===== config.mk =====
export PLATFORM = sky130hd
export DESIGN_NAME = proc_zbt_writer
export DESIGN_NICKNAME = d
export VERILOG_FILES = /design/src/rtl/proc_zbt_writer.sv
export SDC_FILE = /design/constraint.sdc
export NUM_CORES = 1
export LEC_CHECK = 0
export ABC_AREA = 1
export ABC_CLOCK_PERIOD_IN_PS = 8600
export BUFFER_PORTS_ARGS = -buffer_cell sky130_fd_sc_hd__buf_2
export CORE_ASPECT_RATIO = 0.6
export CORE_MARGIN = 2
export CORE_UTILIZATION = 60
export CTS_CLUSTER_DIAMETER = 80
export CTS_CLUSTER_SIZE = 10
export DETAILED_ROUTE_END_ITERATION = 10
export GPL_TIMING_DRIVEN = 0
export PLACE_DENSITY = 0.8
export SYNTH_ARGS = -nofsm -noshare
export SYNTH_HDL_FRONTEND = slang
export SYNTH_SLANG_ARGS = --single-unit
export TNS_END_PERCENT = 100

===== constraint.sdc =====
create_clock -name clk -period 8.6 [get_ports clk]
set_input_delay 1.72 -clock clk [delete_from_list [all_inputs] [get_ports clk]]
set_output_delay 1.72 -clock clk [all_outputs]
set_load 0.01 [all_outputs]

===== src/rtl/proc_zbt_writer.sv =====
// Buffers processed pixel pairs in a small FIFO and writes them to ZBT bank 1 in bus idle cycles.
// Optional macro PROC_ZBT_WRITER_STATS_EN adds a per-frame write count output (pairs_written).
module proc_zbt_writer #(
    parameter int unsigned DEPTH_LOG = 3,
    parameter int unsigned H_ACTIVE  = 1024,
    parameter int unsigned V_ACTIVE  = 768,
    parameter int unsigned ZBT_LAT   = 2
) (
    input  logic                 clk,
    input  logic                 reset,
    input  logic [10:0]          hcount,
    input  logic [9:0]           vcount,
    input  logic [35:0]          two_proc_pixs,
    input  logic [18:0]          proc_pix_addr,
    input  logic                 rd_req,
    input  logic [18:0]          rd_addr,
    output logic [18:0]          vram_addr,
    output logic                 vram_we,
    output logic [35:0]          vram_write_data,
    output logic [DEPTH_LOG:0]   fifo_level,
    output logic                 overflow
`ifdef PROC_ZBT_WRITER_STATS_EN
    ,
    output logic [19:0]          pairs_written
`endif
);

    localparam int unsigned DEPTH = 1 << DEPTH_LOG;
    localparam logic [10:0] HMAX = 11'(H_ACTIVE);
    localparam logic [9:0]  VMAX = 10'(V_ACTIVE);
    localparam logic [DEPTH_LOG:0] FULL_LVL = (DEPTH_LOG + 1)'(DEPTH);

    logic [18:0] addr_mem [DEPTH];
    logic [35:0] data_mem [DEPTH];
    logic [DEPTH_LOG-1:0] wr_ptr, rd_ptr;

    logic [35:0]        pipe_data [ZBT_LAT];
    logic [ZBT_LAT-1:0] pipe_vld;

    logic capture, frame_start, fifo_full, pop, push, drop;

    always_comb begin
        capture     = ~hcount[0] && (hcount < HMAX) && (vcount < VMAX);
        frame_start = (hcount == 11'd0) && (vcount == 10'd0);
        fifo_full   = (fifo_level == FULL_LVL);
        // Pop uses the registered level, so a fresh entry never falls through.
        pop         = ~rd_req && (fifo_level != '0);
        push        = capture && (~fifo_full || pop);
        drop        = capture && fifo_full && ~pop;
    end

    // Storage needs no reset; only pointers and level define validity.
    always_ff @(posedge clk) begin
        if (push) begin
            addr_mem[wr_ptr] <= proc_pix_addr;
            data_mem[wr_ptr] <= two_proc_pixs;
        end
    end

    always_ff @(posedge clk) begin
        if (reset) begin
            wr_ptr          <= '0;
            rd_ptr          <= '0;
            fifo_level      <= '0;
            overflow        <= 1'b0;
            vram_addr       <= '0;
            vram_we         <= 1'b0;
            vram_write_data <= '0;
            pipe_vld        <= '0;
            for (int i = 0; i < ZBT_LAT; i++) pipe_data[i] <= '0;
        end else begin
            if (push) wr_ptr <= wr_ptr + 1'b1;
            if (pop)  rd_ptr <= rd_ptr + 1'b1;

            case ({push, pop})
                2'b10:   fifo_level <= fifo_level + 1'b1;
                2'b01:   fifo_level <= fifo_level - 1'b1;
                default: fifo_level <= fifo_level;
            endcase

            if (frame_start)  overflow <= drop;
            else if (drop)    overflow <= 1'b1;

            vram_we <= pop;
            if (rd_req)   vram_addr <= rd_addr;
            else if (pop) vram_addr <= addr_mem[rd_ptr];

            // Stage 0 is visible alongside vram_we; the output register adds the last cycle.
            pipe_vld[0]  <= pop;
            pipe_data[0] <= data_mem[rd_ptr];
            for (int i = 1; i < ZBT_LAT; i++) begin
                pipe_vld[i]  <= pipe_vld[i-1];
                pipe_data[i] <= pipe_data[i-1];
            end
            if (pipe_vld[ZBT_LAT-1]) vram_write_data <= pipe_data[ZBT_LAT-1];
        end
    end

`ifdef PROC_ZBT_WRITER_STATS_EN
    logic [19:0] wr_cnt;

    always_ff @(posedge clk) begin
        if (reset) begin
            wr_cnt        <= '0;
            pairs_written <= '0;
        end else if (frame_start) begin
            pairs_written <= wr_cnt;
            wr_cnt        <= {19'd0, pop};
        end else begin
            wr_cnt        <= wr_cnt + {19'd0, pop};
        end
    end
`endif

endmodule


### Word-level counts from Yosys, hierarchy flattened

Memory sizes are Yosys's and may differ from the RTL's. A register that Yosys moved wholly into a read port is not among the register bits.
Index checks and enable logic that the tools add are counted.

* flip-flop bits (word level): 33
* memory bits (writable): 512
* bits of input ports: 98
* output and inout bits: 61
* word-level logic and storage cells: 55
* memories kept: 3

Memory list
* data_mem: words 8, bits a word 36, rd ports 1, clocked after Yosys merged registers in 1, wr ports 1, line 34 `logic [35:0] data_mem [DEPTH];`
* addr_mem: words 8, bits a word 19, rd ports 1, clocked after Yosys merged registers in 1, wr ports 1, line 33 `logic [18:0] addr_mem [DEPTH];`
* pipe_data: words 2, bits a word 36, rd ports 2, clocked after Yosys merged registers in 1, wr ports 2, line 37 `logic [35:0] pipe_data [ZBT_LAT];`

* add/sub/neg operators: 4
* magnitude comparators: 2
* eq/ne operators: 3
* mux-type cells: 16
* bitwise logic cells: 6
* reduce and logical (&&, ||, !) cells: 14

Operators by type and width (count)
* $mux 36: 2
* $mux 19: 2
* $mux 3: 4
* $logic_not 11->1: 1
* $lt 11x11->1 const B: 1
* $logic_not 10->1: 1
* $lt 10x10->1 const B: 1
* $pmux 4 s2: 1
* $logic_and 1x1->1: 7
* $mux 1: 7
* $add 3x1->3 const B: 2
* $reduce_bool 2->1: 3
* $add 4x1->4 const B: 1
* $eq 4x4->1 const B: 1
* $not 1->1: 4
* $reduce_bool 4->1: 1
* $sub 4x1->4 const B: 1
* $eq 2x1->1 const B: 1
* $eq 2x2->1 const B: 1
* $or 1x1->1: 2
* $logic_or 1x1->1: 1

### Depth between registers and ports, before layout

* depth after elaboration: 7
* mapped depth: 13
* mapped depth without buffers: 13

### Least setup slack after synthesis

Ideal clock, no wire load.

* path type: input-to-reg
* start: input hcount[0]
* end: memory addr_mem[0][0], enable pin
* library setup time: 0.468 ns
* arrival: 4.626 ns
* data required time: 8.132 ns
* setup slack: 3.506 ns
* stages: 7
* path buffers: 0
* cell sequence: nor2_1 -> nand2_1 -> inv_1 -> nand2_1 -> inv_1 -> nand2_1 -> nor2_1

* word-level cells in the longest chain between the ends: 6
* elaborated cells between the ends (all ways): 7
* those cells by class: 1 x order compare; 2 x mux; 1 x bitwise; 3 x reduce/logical

RTL lines
* start: declaration: line 11 `input logic [10:0] hcount,`
* $lt 11x11->1 or $not 1->1 (tied branches): line 43 `capture = ~hcount[0] && (hcount < HMAX) && (vcount < VMAX);`
* $logic_and 1x1->1 * (2 in a row): line 43
* $logic_and 1x1->1 *: line 48 `push = capture && (~fifo_full || pop);`
* $mux 1 *: line 54 `if (push) begin`
* $mux 1 (implied by the code) *: line 55 `addr_mem[wr_ptr] <= proc_pix_addr;`
* end: declaration: line 33

Every way passes the cells marked *; elsewhere a longest branch is shown, timed or not.

### Final worst setup path

* start: input hcount[0]
* end: memory data_mem[4][8], enable pin

* word-level cells in the longest chain between the ends: 6
* elaborated cells between the ends (all ways): 7
* those cells by class: 1 x order compare; 2 x mux; 1 x bitwise; 3 x reduce/logical

RTL lines
* $lt 11x11->1 or $not 1->1 (tied branches): line 43
* $logic_and 1x1->1 * (2 in a row): line 43
* $logic_and 1x1->1 *: line 48
* $mux 1 *: line 54
* $mux 1 (implied by the code) *: line 56 `data_mem[wr_ptr] <= two_proc_pixs;`
* end: declaration: line 34

Marks and branches as above.

==> impl_results.rst <==
.. list-table::
   :header-rows: 1

   * - Metric
     - Value
   * - Run status
     - finished clean
   * - Wire length of the first global-routing pass
     - 85240 um
   * - Power Density
     - 288.5 nW/um^2
   * - Standard-cell rows
     - 53
   * - Setup TNS Final
     - 0 ns
   * - WL/cell
     - roughly 23 um
   * - Sequential cell area
     - 16080 um^2
   * - Data required time of the critical path
     - 8.87 ns
   * - Half-perimeter wire length after detailed placement
     - 37900 um
   * - Area inside the core boundary
     - 35150 um^2
   * - Final Net Count
     - 2083
   * - Post-cts hold buffer count
     - 0
   * - Slew at the pin closest to its max-slew limit
     - 0.9014 ns
   * - Worst-case clock skew
     - 0.02411 ns
   * - Sequential area share after synthesis
     - 74.88%
   * - Die height
     - 150.5 um
   * - Floorplan die area
     - roughly 37000 um^2
   * - Number of H-tree branching levels
     - 3
   * - Number of max-slew violations in the final report
     - 0
   * - Fraction of final layout cells sized beyond drive strength 1
     - roughly 16%
   * - Clock group share of total power
     - 34.9%
   * - Slack of the worst reg-to-reg path
     - 5.91 ns
   * - Met3 routed WL
     - 9153 um
   * - Total global routing overflow
     - 0
   * - Kind of end point of the critical path
     - flip-flop
   * - I/O pins
     - 159
   * - Footprint of the multi-input gates
     - between 4000 and 5000 um^2
   * - Starting Density
     - between 60% and 70%
   * - Final Critical Period
     - 3.653 ns
   * - Num Clock Sinks
     - 583
   * - Number of register bits inferred by synthesis
     - 583
   * - Gate power share
     - 20.3%
   * - Global routing usage summed across all routing layers
     - roughly 31%
   * - Post-CTS setup buffers
     - 0
   * - Internal power
     - 5.080 mW
   * - Post-synthesis cell count
     - about 1.7k
   * - Type of the worst setup path
     - in2reg
   * - Detail Route Antenna Nets
     - 0
   * - Switching component of the power
     - 2.181 mW
   * - Number of CTS-inserted buffers
     - 68
   * - DRC
     - 0
   * - Root buffer cell
     - sky130_fd_sc_hd__clkbuf_16
   * - CTS tree
     - built
   * - Area of all placed cells without fillers
     - 25170 um^2
   * - Data arrival at the endpoint of the critical path
     - around 3.9 ns
   * - Routed Wire Length
     - 57960 um
   * - Type of the most critical hold path
     - reg2reg
   * - Relative slew slack
     - roughly two fifths
   * - Initial antenna violation count
     - 3
   * - Resized cells post-CTS
     - 0
   * - DP Area
     - around 23000 um^2
   * - Final Instance Count excl. Fillers
     - 2494
   * - Post-synthesis instance area
     - 21470 um^2
   * - Count of buffers inserted at the top-level ports
     - 157
   * - First-pass DRT Iterations
     - 8
   * - Met2 wire len
     - 24250 um
   * - Leakage power summed over all cells
     - 9.169 nW
   * - Maximum achievable frequency
     - 273.8 MHz
   * - Area grow syn2layout
     - 17.22%
   * - Sequential fraction of design power
     - 44.7%
   * - Die width
     - 248.2 um
   * - Period utilization
     - 42.47%
   * - Number of buffers between clock root and the deepest sink
     - 3
   * - Clock edge transition at the registers on the reported setup and hold paths
     - about 0.050 ns
   * - Via count of the first global-routing pass
     - 14.25k
   * - Yosys warning count
     - 0
   * - Number of violations reported at the end of detailed-routing iteration 0
     - between 2k and 2.5k
   * - Count of filler cells inserted in the layout
     - 2238
   * - Uppermost metal layer occupied by signal nets
     - met4
   * - Worst Path Max Fanout
     - 25
   * - Unrepaired setup endpoints after global routing
     - no
   * - Number of cells in the design after placement
     - between 2k and 2.5k
   * - Detail-routed via count per cell
     - just over 6
   * - Post-synth net total
     - 1840
   * - Worst Setup Start Kind
     - input pin
   * - Max-cap violation count
     - 0
   * - Total setup violations reported at the end of the flow
     - 0
   * - Routed vias
     - between 15k and 20k
   * - Avg Inst Size Synth
     - 12.35 um^2
   * - Switching share of total power
     - 30.04%
   * - Final count of hold timing violations
     - 0
   * - Latest clock arrival within the worst-skew pair
     - 0.59 ns
   * - Distinct cell type count after synthesis
     - 31
   * - Routability congestion estimate from global placement
     - 0.8653
   * - Pin count of the biggest net entering global routing
     - 29
   * - WL met1
     - 22990 um
   * - Peak supply drop
     - 162.3 uV
==> final timing paths <==
check | depth (start not counted) | startpoint | endpoint
max | 10 | hcount[0] | data_mem[4][8]$_DFFE_PP_
min | 2 | pipe_data[0][28]$_SDFF_PP0_ | pipe_data[1][28]$_SDFF_PP0_
max reg2reg | 8 | fifo_level[1]$_SDFFE_PP0P_ | data_mem[4][8]$_DFFE_PP_
min reg2reg | 2 | pipe_data[0][28]$_SDFF_PP0_ | pipe_data[1][28]$_SDFF_PP0_
==> power groups by stage <==
stage | registers [mW] | clock network, mW | logic [mW]
after floorplan | 3.31 | 0 | 0.833
after global placement | 3.30 | 0 | 1.35
after detailed placement | 3.30 | 0 | 1.40
after CTS | 3.25 | 2.55 | 1.42
after global routing | 3.26 | 2.66 | 1.59
final | 3.25 | 2.54 | 1.48
==> synthesized netlist by cell type (all sizes together) <==
| master | number | share of area (%) |
|---|---|---|
| nor2 | 451 | 7.9 |
| edfxtp | 440 | 62 |
| o21ai | 301 | 7.0 |
| dfxtp | 143 | 13 |
| o22ai | 77 | 2.2 |
| inv | 62 | 1.1 |
| clkbuf | 59 | 1.0 |
| buf | 51 | 1.6 |
| nand2 | 36 | 0.65 |
| a21oi | 29 | 0.68 |
| o211ai | 29 | 1.0 |
| nand3 | 24 | 0.58 |
| a22oi | 15 | 0.52 |
| o221ai | 7 | 0.29 |
| nand4 | 4 | 0.12 |
| or2 | 4 | 0.12 |
| ha | 3 | 0.17 |
| nor3 | 2 | 0.047 |
| clkinv | 1 | 0.017 |
| o221a | 1 | 0.052 |
==> flip-flops by register name, summed over array words and instances, names as in the netlist, named ones only <==
name,count
vram_write_data,36
wr_ptr,3
rd_ptr,3
data_mem,288
fifo_level,4
pipe_vld,2
addr_mem,152
vram_addr,19
overflow,1
pipe_data,72
==> logic make-up after synthesis <==
logic type	share of synthesized area, %
flops	74.88
buf+inv	3.718
compound gates	11.81
fa+ha+maj	0.1749
simple gates	9.412
==> per-stage QoR <==
step	total power [mW]	utilization, %	hold WS (ns)	setup WS (ns)
floorplan	4.142	-	0.3883	3.506
global placement	4.647	64.98	0.3943	1.066
detailed placement	4.705	66.13	0.3917	4.393
CTS	7.216	71.57	0.3963	4.996
global route	7.506	71.58	0.4160	4.789
finish	7.261	71.60	0.3975	4.947
==> placed cells by master (no fill, tap or decap), drive strengths merged <==
cell type,synthesis,routed
nor2,451,451
edfxtp,440,440
o21ai,301,301
buf,51,224
clkbuf,59,163
dfxtp,143,143
o22ai,77,77
inv,62,65
nand2,36,36
o211ai,29,29
a21oi,29,29
nand3,24,24
a22oi,15,15
o221ai,7,7
diode,0,5
nand4,4,4
or2,4,4
clkinv,1,4
ha,3,3
nor3,2,2
o221a,1,1
==> layout make-up <==
type / instances / share of cell area [%]
Timing Repair Buffer: 173 / 4.485
Antenna cell: 5 / 0.04972
Clock buffer: 104 / 7.299
Clock inverter: 6 / 0.2983
Tap cell: 467 / 2.322
Inverter: 63 / 0.9496
Sequential cell: 583 / 63.88
Multi-Input combinational cell: 983 / 18.50
Buffer: 110 / 2.222
==> per-layer routing <==
metal	vias to the layer above	GRT usage (%)
met2	1211	43.45
met1	7194	45.79
li1	6708	-
met3	139	11.39
met5	-	0
met4	0	9.911
==> worst max-delay path, cell delays in order <==
cell and delay (ns):
sky130_fd_sc_hd__buf_2 0.09, sky130_fd_sc_hd__nor2_1 0.16, sky130_fd_sc_hd__nand2_1 0.16, sky130_fd_sc_hd__inv_1 0.11, sky130_fd_sc_hd__nand2_1 0.12, sky130_fd_sc_hd__inv_1 0.12, sky130_fd_sc_hd__nand2_1 0.26, sky130_fd_sc_hd__nor2_4 0.68
sky130_fd_sc_hd__buf_16 0.24, sky130_fd_sc_hd__buf_12 0.22
(Power assumes the default switching activity.)
